`src/rtl/alert_level_gen.sv`:
```
// alert_level_gen: breach/clear/force_red -> one-hot green/yellow/red alert level; also exposes state, timer and a saturating breach_count
module alert_level_gen #(
  parameter int YELLOW_HOLD = 20,
  parameter int COOL_CYCLES = 10,
  parameter int STRIKES = 2
) (
  input  logic       clock,
  input  logic       reset,
  input  logic       breach,
  input  logic       clear_req,
  input  logic       force_red,
  output logic       green,
  output logic       yellow,
  output logic       red,
  output logic [1:0] state,
  output logic [5:0] timer,
  output logic [7:0] breach_count
);
  typedef enum logic [1:0] {GREEN, YELLOW, RED, COOLDOWN} st_t;
  st_t st, st_n;
  logic [5:0] timer_n;
  logic [2:0] strikes, strikes_n;
  logic escalate;
  assign escalate = ({1'b0, strikes} + 4'd1) >= 4'(STRIKES);
  assign state = st;
  assign green = st == GREEN;
  assign yellow = st == YELLOW || st == COOLDOWN;
  assign red = st == RED;
  always_ff @(posedge clock or posedge reset)
    if (reset) begin
      st <= GREEN;
      timer <= '0;
      strikes <= '0;
      breach_count <= '0;
    end else begin
      st <= st_n;
      timer <= timer_n;
      strikes <= strikes_n;
      breach_count <= breach_count + 8'(breach && breach_count != 8'hff);
    end
  always_comb begin
    st_n = st;
    timer_n = timer;
    strikes_n = strikes;
    if (force_red) begin
      st_n = RED;
      timer_n = '0;
      strikes_n = '0;
    end else
      case (st)
        GREEN:
          if (breach) begin
            strikes_n = 3'd1;
            st_n = STRIKES == 1 ? RED : YELLOW;
            timer_n = STRIKES == 1 ? 6'd0 : 6'(YELLOW_HOLD - 1);
          end
        YELLOW:
          if (breach) begin
            st_n = escalate ? RED : YELLOW;
            timer_n = escalate ? 6'd0 : 6'(YELLOW_HOLD - 1);
            strikes_n = escalate ? 3'd0 : strikes + 3'd1;
          end else if (timer == 0) begin
            st_n = GREEN;
            strikes_n = '0;
          end else
            timer_n = timer - 6'd1;
        RED: begin
          timer_n = '0;
          if (!breach && clear_req) begin
            st_n = COOLDOWN;
            timer_n = 6'(COOL_CYCLES - 1);
          end
        end
        default:
          if (breach) begin
            st_n = RED;
            timer_n = '0;
          end else if (timer == 0)
            st_n = GREEN;
          else
            timer_n = timer - 6'd1;
      endcase
  end
endmodule

```
`config.mk`:
```
export PLATFORM = sky130hd
export DESIGN_NAME = alert_level_gen
export DESIGN_NICKNAME = d
export VERILOG_FILES = /design/src/rtl/alert_level_gen.sv
export SDC_FILE = /design/constraint.sdc
export NUM_CORES = 1
export LEC_CHECK = 0
export ABC_AREA = 1
export CAP_MARGIN = 20
export CORE_UTILIZATION = 50
export CTS_BUF_LIST = sky130_fd_sc_hd__clkbuf_16
export DETAILED_ROUTE_END_ITERATION = 10
export GPL_TIMING_DRIVEN = 0
export PLACE_DENSITY_LB_ADDON = 0.3
export SYNTH_ARGS = -nofsm -noshare
export SYNTH_HDL_FRONTEND = slang
export SYNTH_SLANG_ARGS = --single-unit
```
`constraint.sdc`:
```
create_clock -name clock -period 2.61 [get_ports clock]
set_input_delay 0.3915 -clock clock [delete_from_list [all_inputs] [get_ports clock]]
set_output_delay 0.3915 -clock clock [all_outputs]
set_load 0.05 [all_outputs]
```
Word level (Yosys, flattened, before mapping)
Cells that the tools add are included.

Flip-flop bits (word level): 19. Input port bits: 5. Output and inout port bits: 19. Logic and storage cells: 47.

$add $sub $neg: 4. $lt $le $gt $ge: 1. Equality and inequality tests: 7. Mux-type cells: 22. Reductions and logical operators: 9.

Operator list (number): 2-to-1 mux 6 bit (5); one-hot mux 6 bit (3 select lines) (1); 2-to-1 mux 3 bit (5); 2-to-1 mux 2 bit (7); adder 8 x 1 -> 8 bit (1); inequality test 8 bit, second input constant (1); logical NOT 6 bit (1); one-hot mux 2 bit (3 select lines) (1); one-hot mux 3 bit (2 select lines) (1); subtractor 6 x 1 -> 6 bit, second input constant (1); 2-to-1 mux 5 bit (1); adder 3 x 1 -> 4 bit, second input constant (1); == test 2 bit, second input constant (2); >= comparator 4 x 2 -> 1 bit, second input constant (1); 2-to-1 mux 4 bit (1); inequality test 4 x 3 -> 1 bit, second input constant (1); adder 3 x 1 -> 3 bit, second input constant (1); inequality test 3 x 2 -> 1 bit, second input constant (1); inequality test 3 bit, second input constant (1); AND reduction 3 bit (1); nonzero test 3 bit (1); == test 2 x 1 -> 1 bit, second input constant (1); logical AND 1 bit (2); logical NOT 2 bit (1); 3 further kinds (3).

Depth between registers and ports, before layout
Gate-level depths: netlist of the first run.

Word-level depth: 6. Gate-level depth with buffers: 11. Gate-level depth less buffers: 11.

Worst setup path after synthesis of the first run
OpenSTA, ideal clock, no wires.

Kind: reg-to-reg. From: reg st[1], in the netlist state[1]. To: reg timer[0]. Setup time: 118 ps. Arrival time: 1925 ps. Required time: 2492 ps. Path slack: 567 ps. Stages on the path, launching flop included: 6. Path buffers: 0. Clock period less this slack: 2043 ps. Cells stage by stage: dfrtp_1 > inv_1 > nor2_1 > a21oi_1 > nand2_1 > nand2_1.

Word-level cells in the longest chain between the ends: 3. Elaborated cells between the ends (all ways): 6. Classes of those cells: 3 x eq/ne; 2 x mux; 1 x reduce/logical.

Ends and longest elaborated chain: start, declared (line 20) `st_t st, st_n;`; start signal, assigned (line 36) `st <= st_n;`; == test 2 bit; named net red (line 14) `output logic red,`; one-hot mux 6 bit (3 select lines) (line 50) `case (st)`; 2-to-1 mux 6 bit (line 45) `if (force_red) begin`; end signal, assigned (line 37) `timer <= timer_n;`; end, declared (line 16) `output logic [5:0] timer,`.

The timed path passes the listed nets, and every way through them passes these cells. A chain may end at the register's enable or synchronous reset.

Worst setup path after layout of the first run
From: reg st[1], in the netlist state[1]. To: out red.

Word-level cells in the longest chain between the ends: 1.

Ends and longest elaborated chain: == test 2 bit (line 28) `assign red = st == RED;`; end, declared (line 14).

Every way passes these cells.

==> out/qor.yml, run 1 <==
outcome:
  outcome: "finished clean"
detailed_routing:
  first_pass_iters: 5
  num_vias: 1020
  wl_um: 2330
  drc: 0
  ant_nets: 0
  wl_per_cell_um: 11.8
  initialDrtViolationCount: 22
  via_per_inst: 5.18
global_routing:
  grt_max_degree: 20
  grt_usage: 0.222
  grt_pass1_wl_um: 3980
  overflow: 0
  antenna_found_initial: 0
  grt_pass1_vias: 914
setup_path:
  cp_cell_sequence: "inv_1, nor2_1, clkdlybuf4s50_1"
  critPathKind: "reg2out"
  startpoint_type: "flop"
  setup.worst_path.end_class: "output pin"
  cp_max_fo: 6
  worstPathArrival_ns: 1.89
  critical_path.max_stage_delay_ns: 0.85
  crit_slowest_cell: "clkdlybuf4s50_1"
  required_ns: 2.22
floorplan:
  core_area_sq_um: 2020
  start_util: 0.543
  io_pins: 24
  dieArea_sq_um: 2390
  die_w_um: 48.9
  die_y_um: 48.9
  rows: 16
yosys:
  synth_top_area_share: 0.433
  ys.flop_type: "dfrtp_1"
  syn-cell-area_sq_um: 1100
  synth_area_leaders: "dfrtp_1 (43%), nand2_1 (18%), ha_1 (6.8%)"
  yosysMostFrequentCell: "nand2_1"
  synthArstFlopShare: 1.00
  avgSynthCellArea_sq_um: 7.68
  synthTopCellsByCount: "nand2_1 (52), dfrtp_1 (19), inv_1 (15), nor2_1 (15), nand3_1 (7)"
  synth_fp_nets: 154
  seq_area_frac_synth: 0.433
  synth_edf_count: 0
  yosysWarnings: 0
  synth_seq_cells: 19
  synth_top_cell_by_area: "dfrtp_1"
  synth.distinct_cells: 20
  netlist_instances: 143
sta:
  relSlewSlack: 0.542
  rsz0062_at_grt: "no"
  setup_viol: 0
  fin_tns_setup_ns: 0
  setup_ws_ns: 0.330
  skew_ns: 0.00394
  slew_violations: 0
  finalCritPeriodShare: 0.874
  finalHoldViolCount: 0
  tightest_slew_ns: 0.687
  fmax_ghz: 0.439
  min_period_ns: 2.28
place:
  portBuffers: 23
  dp_hpwl_um: 1670
  place_ws_ns: 0.532
  place_congestion: 0.886
  dpl_cell_area_sq_um: 1360
pwr:
  power_leakage_nw: 0.739
  p_per_area_nw_per_um2: 926
  irDropWorstVdd_v: 0.000776
cts:
  cts.sinks: 19
  clock_path_buffers: 2
  cts_hold_buf: 0
  cts_resized: 0
  cts-root-buf: "clkbuf_16"
  path_clk_slew_ns: 0.05
  cts-htree-levels: 1
  cts_tree: "done"
  numCtsBuffers: 3
  cts_setup_buffers: 0
  clk_latency_ns: 0.25
cells_and_area:
  regArea_sq_um: 475
  multiInputGateArea_sq_um: 554
  finish.utilization: 0.713
  fin_nets: 182
  n_fill_cell: 160
  syn2layout_area_growth_pct: 31.3
  drive_gt1_frac: 0.0647
  antenna_cells: 0
  design_area_sq_um: 1440
worst_hold_path:
  hold_class: "reg2reg"
job:
  cap_violations: 0
final cells by class:
cell class              instances  area share
inverters                      16      0.0416
plain buffers                   1     0.00607
clock buffers                   3      0.0520
multi-input cells             107       0.384
well taps                      27      0.0234
clock inverters                 1     0.00347
repair buffers                 23       0.160
flip-flops and latches         19       0.330
per-layer routing:
metal | wire length, um | up-vias | GRT usage
met5 | 0 | - | 0
met4 | 70 | 0 | 0.127
met3 | 139 | 9 | 0.0592
met2 | 1100 | 39 | 0.352
met1 | 1020 | 474 | 0.272
li1 | - | 498 | -
logic make-up after synthesis:
family / after synthesis / synth area share
AO/OA/AOI/OAI: 4 / 0.0182
XOR/XNOR: 9 / 0.0717
adder cells (fa/ha/maj): 6 / 0.0683
buffers and inverters: 17 / 0.0626
flip-flops: 19 / 0.433
AND/OR/NAND/NOR: 88 / 0.346
cell usage in the layout, fill, tap and decap left out, types with 2 or more instances in the layout:
master / netlist / routed
clkbuf_16: 0 / 3
clkdlybuf4s50_1: 0 / 23
dfrtp_1: 19 / 19
ha_1: 6 / 6
inv_1: 15 / 15
nand2_1: 52 / 52
nand3_1: 7 / 7
nand4_1: 4 / 4
nor2_1: 15 / 15
nor2_2: 2 / 2
nor3_1: 3 / 3
o21ai_0: 3 / 3
xnor2_1: 5 / 5
xor2_1: 4 / 4
critical path: cells and delay by family, from the launching register on:
family | cells | cell delay (ns)
buffers and inverters | 2 | 0.97
AND/OR/NAND/NOR | 1 | 0.23
flip-flops | 1 | 0.45
per-stage QoR:
step           std cells  hold slack, ns  total power, mW
2_1_floorplan        143           0.343            0.836
3_3_place_gp         193           0.492             1.01
3_5_place_dp         193           0.512             1.02
4_1_cts              197           0.520             1.35
5_1_grt              197           0.545             1.40
6_report             197           0.519             1.34
registers in the layout (all words and copies together), names as in the netlist:
register,flops
breach_count,8
state,2
strikes,3
timer,6
worst paths after layout:
kind / startpoint / endpoint / slack, ns / depth (start not counted)
worst min-delay path: breach_count[6] / breach_count[6] / 0.52 / 1
worst min register to register: breach_count[6] / breach_count[6] / 0.52 / 1
worst max-delay path: state[1] / red / 0.33 / 3
max in group asynchronous: reset / timer[0] / 1.63 / 2
min in group asynchronous: reset / breach_count[3] / 0.54 / 2
worst max register to register: breach_count[4] / breach_count[6] / 0.99 / 8
power by group:
group | switching, mW | internal (mW)
clock network | 0.108 | 0.205
registers | 0.0803 | 0.361
logic | 0.384 | 0.198
total | 0.573 | 0.764
(Power assumes the default switching activity.)
==> run 2, diff against run 1 <==
--- a/config.mk
+++ b/config.mk
@@ -7,9 +7,12 @@
 export LEC_CHECK = 0
 export ABC_AREA = 1
 export CAP_MARGIN = 20
-export CORE_UTILIZATION = 50
+export CELL_PAD_IN_SITES_DETAIL_PLACEMENT = 1
+export CELL_PAD_IN_SITES_GLOBAL_PLACEMENT = 1
+export CORE_UTILIZATION = 38
 export CTS_BUF_LIST = sky130_fd_sc_hd__clkbuf_16
 export DETAILED_ROUTE_END_ITERATION = 10
+export GPL_ROUTABILITY_DRIVEN = 0
 export GPL_TIMING_DRIVEN = 0
 export PLACE_DENSITY_LB_ADDON = 0.3
 export SYNTH_ARGS = -nofsm -noshare
==> out/qor.yml, run 2 (synthesized netlist as in run 1, its figures left out) <==
detailed_routing:
  initialDrtViolationCount: 16  # was 22
  via_per_inst: 4.85  # was 5.18
  wl_per_cell_um: 13.0  # was 11.8 um
  ant_nets: 0  # unchanged
  wl_um: 2620  # was 2330 um
  first_pass_iters: 4  # was 5
  num_vias: 975  # was 1,020
  drc: 0  # unchanged
setup_path:
  crit_family: "buffers and inverters"  # unchanged
  setup.worst_path.end_class: "output pin"  # unchanged
  crit_slowest_cell: "clkdlybuf4s50_1"  # unchanged
  cp_max_fo: 6  # unchanged
  worstPathArrival_ns: 1.90  # was 1.89 ns
  startpoint_type: "flop"  # unchanged
  required_ns: 2.22  # about the same
  critPathKind: "reg2out"  # unchanged
  crit_buf_inv: 2  # unchanged
  critical_path.max_stage_delay_ns: 0.85  # about the same
  cp_cell_sequence: "inv_1, nor2_1, clkdlybuf4s50_1"  # unchanged
sta:
  hold_ws_ns: 0.503  # was 0.519 ns
  slew_violations: 0  # unchanged
  finalHoldViolCount: 0  # unchanged
  fmax_ghz: 0.436  # was 0.439 GHz
  rsz0062_at_grt: "no"  # unchanged
  relSlewSlack: 0.514  # was 0.542
  min_period_ns: 2.29  # was 2.28 ns
  setup_viol: 0  # unchanged
  fin_tns_setup_ns: 0  # unchanged
  tightest_slew_ns: 0.728  # was 0.687 ns
  skew_ns: 0.00152  # was 0.00394 ns
  setup_ws_ns: 0.318  # was 0.330 ns
  finalCritPeriodShare: 0.878  # was 0.874
cts:
  cts-root-buf: "clkbuf_16"  # unchanged
  path_clk_slew_ns: 0.06  # was 0.05 ns
  cts_setup_buffers: 0  # unchanged
  numCtsBuffers: 3  # unchanged
  cts_hold_buf: 0  # unchanged
  clock_path_buffers: 2  # unchanged
  clk_latency_ns: 0.25  # about the same
  cts-htree-levels: 1  # unchanged
  cts_tree: "done"  # unchanged
  cts.sinks: 19  # unchanged
  cts_resized: 0  # unchanged
pwr:
  power_leakage_nw: 0.736  # was 0.739 nW
  finalPower_mw: 1.36  # was 1.34 mW
  irDropWorstVdd_v: 0.000894  # was 0.000776 V
  p_per_area_nw_per_um2: 940  # was 926 nW/um^2
global_routing:
  grt_usage: 0.182  # was 0.222
  grt_pass1_vias: 969  # was 914
  antenna_found_initial: 0  # unchanged
  overflow: 0  # unchanged
  grt_pass1_wl_um: 4400  # was 3980 um
  grt_max_degree: 20  # unchanged
floorplan:
  io_pins: 24  # unchanged
  rows: 19  # was 16
  die_w_um: 55.8  # was 48.9 um
  start_util: 0.398  # was 0.543
  dieArea_sq_um: 3110  # was 2390 sq um
  core_area_sq_um: 2760  # was 2020 sq um
  die_y_um: 55.8  # was 48.9 um
place:
  dpl_cell_area_sq_um: 1370  # was 1360 sq um
  portBuffers: 23  # unchanged
  place_ws_ns: 0.487  # was 0.532 ns
  dp_cells: 197  # was 193
  dp_hpwl_um: 2010  # was 1670 um
cells_and_area:
  drive_gt1_frac: 0.0647  # unchanged
  finish.utilization: 0.526  # was 0.713
  top_regs: "breach_count (8), timer (6), strikes (3)"  # unchanged
  regMostFlops: "breach_count"  # unchanged
  final_cells: 201  # was 197
  final_cell_mix: "nand2_1 (52), clkdlybuf4s50_1 (23), dfrtp_1 (19)"  # unchanged
  syn2layout_area_growth_pct: 32.0  # was 31.3%
  final_common_cell: "nand2_1"  # unchanged
  fin_nets: 182  # unchanged
  design_area_sq_um: 1450  # was 1440 sq um
  antenna_cells: 0  # unchanged
  largest_reg_flops: 8  # unchanged
outcome:
  outcome: "finished clean"  # unchanged
worst_hold_path:
  hold_class: "reg2reg"  # unchanged
job:
  cap_violations: 0  # unchanged
==> run 2: cell count changes in the layout (fill, tap and decap cells not counted) <==
cell	change
clkinvlp_4	+1
clkinv_2	-1
==> run 2: worst reg2reg max path, cell delays in order (launching register included) <==
cell     delay [ns]
dfrtp_1        0.43
nand2_1        0.11
nor3_1         0.19
nor2_1         0.06
ha_1           0.20
ha_1           0.22
nand3_1        0.14
nor2_1         0.07
xor2_1         0.14
==> run 2: layout make-up <==
class	instances	area [sq um]
Multi-Input combinational cell	107	554
Clock buffer	3	75.1
Buffer	1	8.76
Sequential cell	19	475
Tap cell	31	38.8
Fill cell	339	1310
Inverter	16	60.1
Timing Repair Buffer	23	230
Clock inverter	1	7.51
==> run 2: per-layer routing <==
| metal | track usage | vias up | share of wire | wire length, um |
|---|---|---|---|---|
| met5 | 0 | - | 0 | 0 |
| met4 | 0.0321 | 0 | 0.0027 | 7 |
| met3 | 0.0512 | 2 | 0.031 | 81 |
| met2 | 0.337 | 16 | 0.53 | 1400 |
| met1 | 0.209 | 460 | 0.43 | 1130 |
| li1 | - | 497 | - | - |
==> run 2: path summary, 6_finish.rpt <==
kind	start	end	slack [ns]	cells after the start
setup / recovery	state[1]	red	0.32	3
hold / removal	breach_count[7]	breach_count[7]	0.50	1
setup reg to reg	breach_count[4]	breach_count[6]	0.94	8
hold reg to reg	breach_count[7]	breach_count[7]	0.50	1
max in group asynchronous	reset	state[0]	1.59	2
min in group asynchronous	reset	strikes[2]	0.56	2
==> run 2: report_power, final <==
group	switching, mW	total, mW	leakage (nW)	internal [mW]
combinational	0.391	0.589	0.455	0.198
clock	0.120	0.327	0.0371	0.207
sequential	0.0867	0.447	0.243	0.360
==> run 3, diff against run 2 <==
--- a/config.mk
+++ b/config.mk
@@ -11,6 +11,7 @@
 export CELL_PAD_IN_SITES_GLOBAL_PLACEMENT = 1
 export CORE_UTILIZATION = 38
 export CTS_BUF_LIST = sky130_fd_sc_hd__clkbuf_16
+export CTS_CLUSTER_SIZE = 40
 export DETAILED_ROUTE_END_ITERATION = 10
 export GPL_ROUTABILITY_DRIVEN = 0
 export GPL_TIMING_DRIVEN = 0
==> results of run 3 <==
The final DEF is identical to that of run 2; final timing and power are the same.
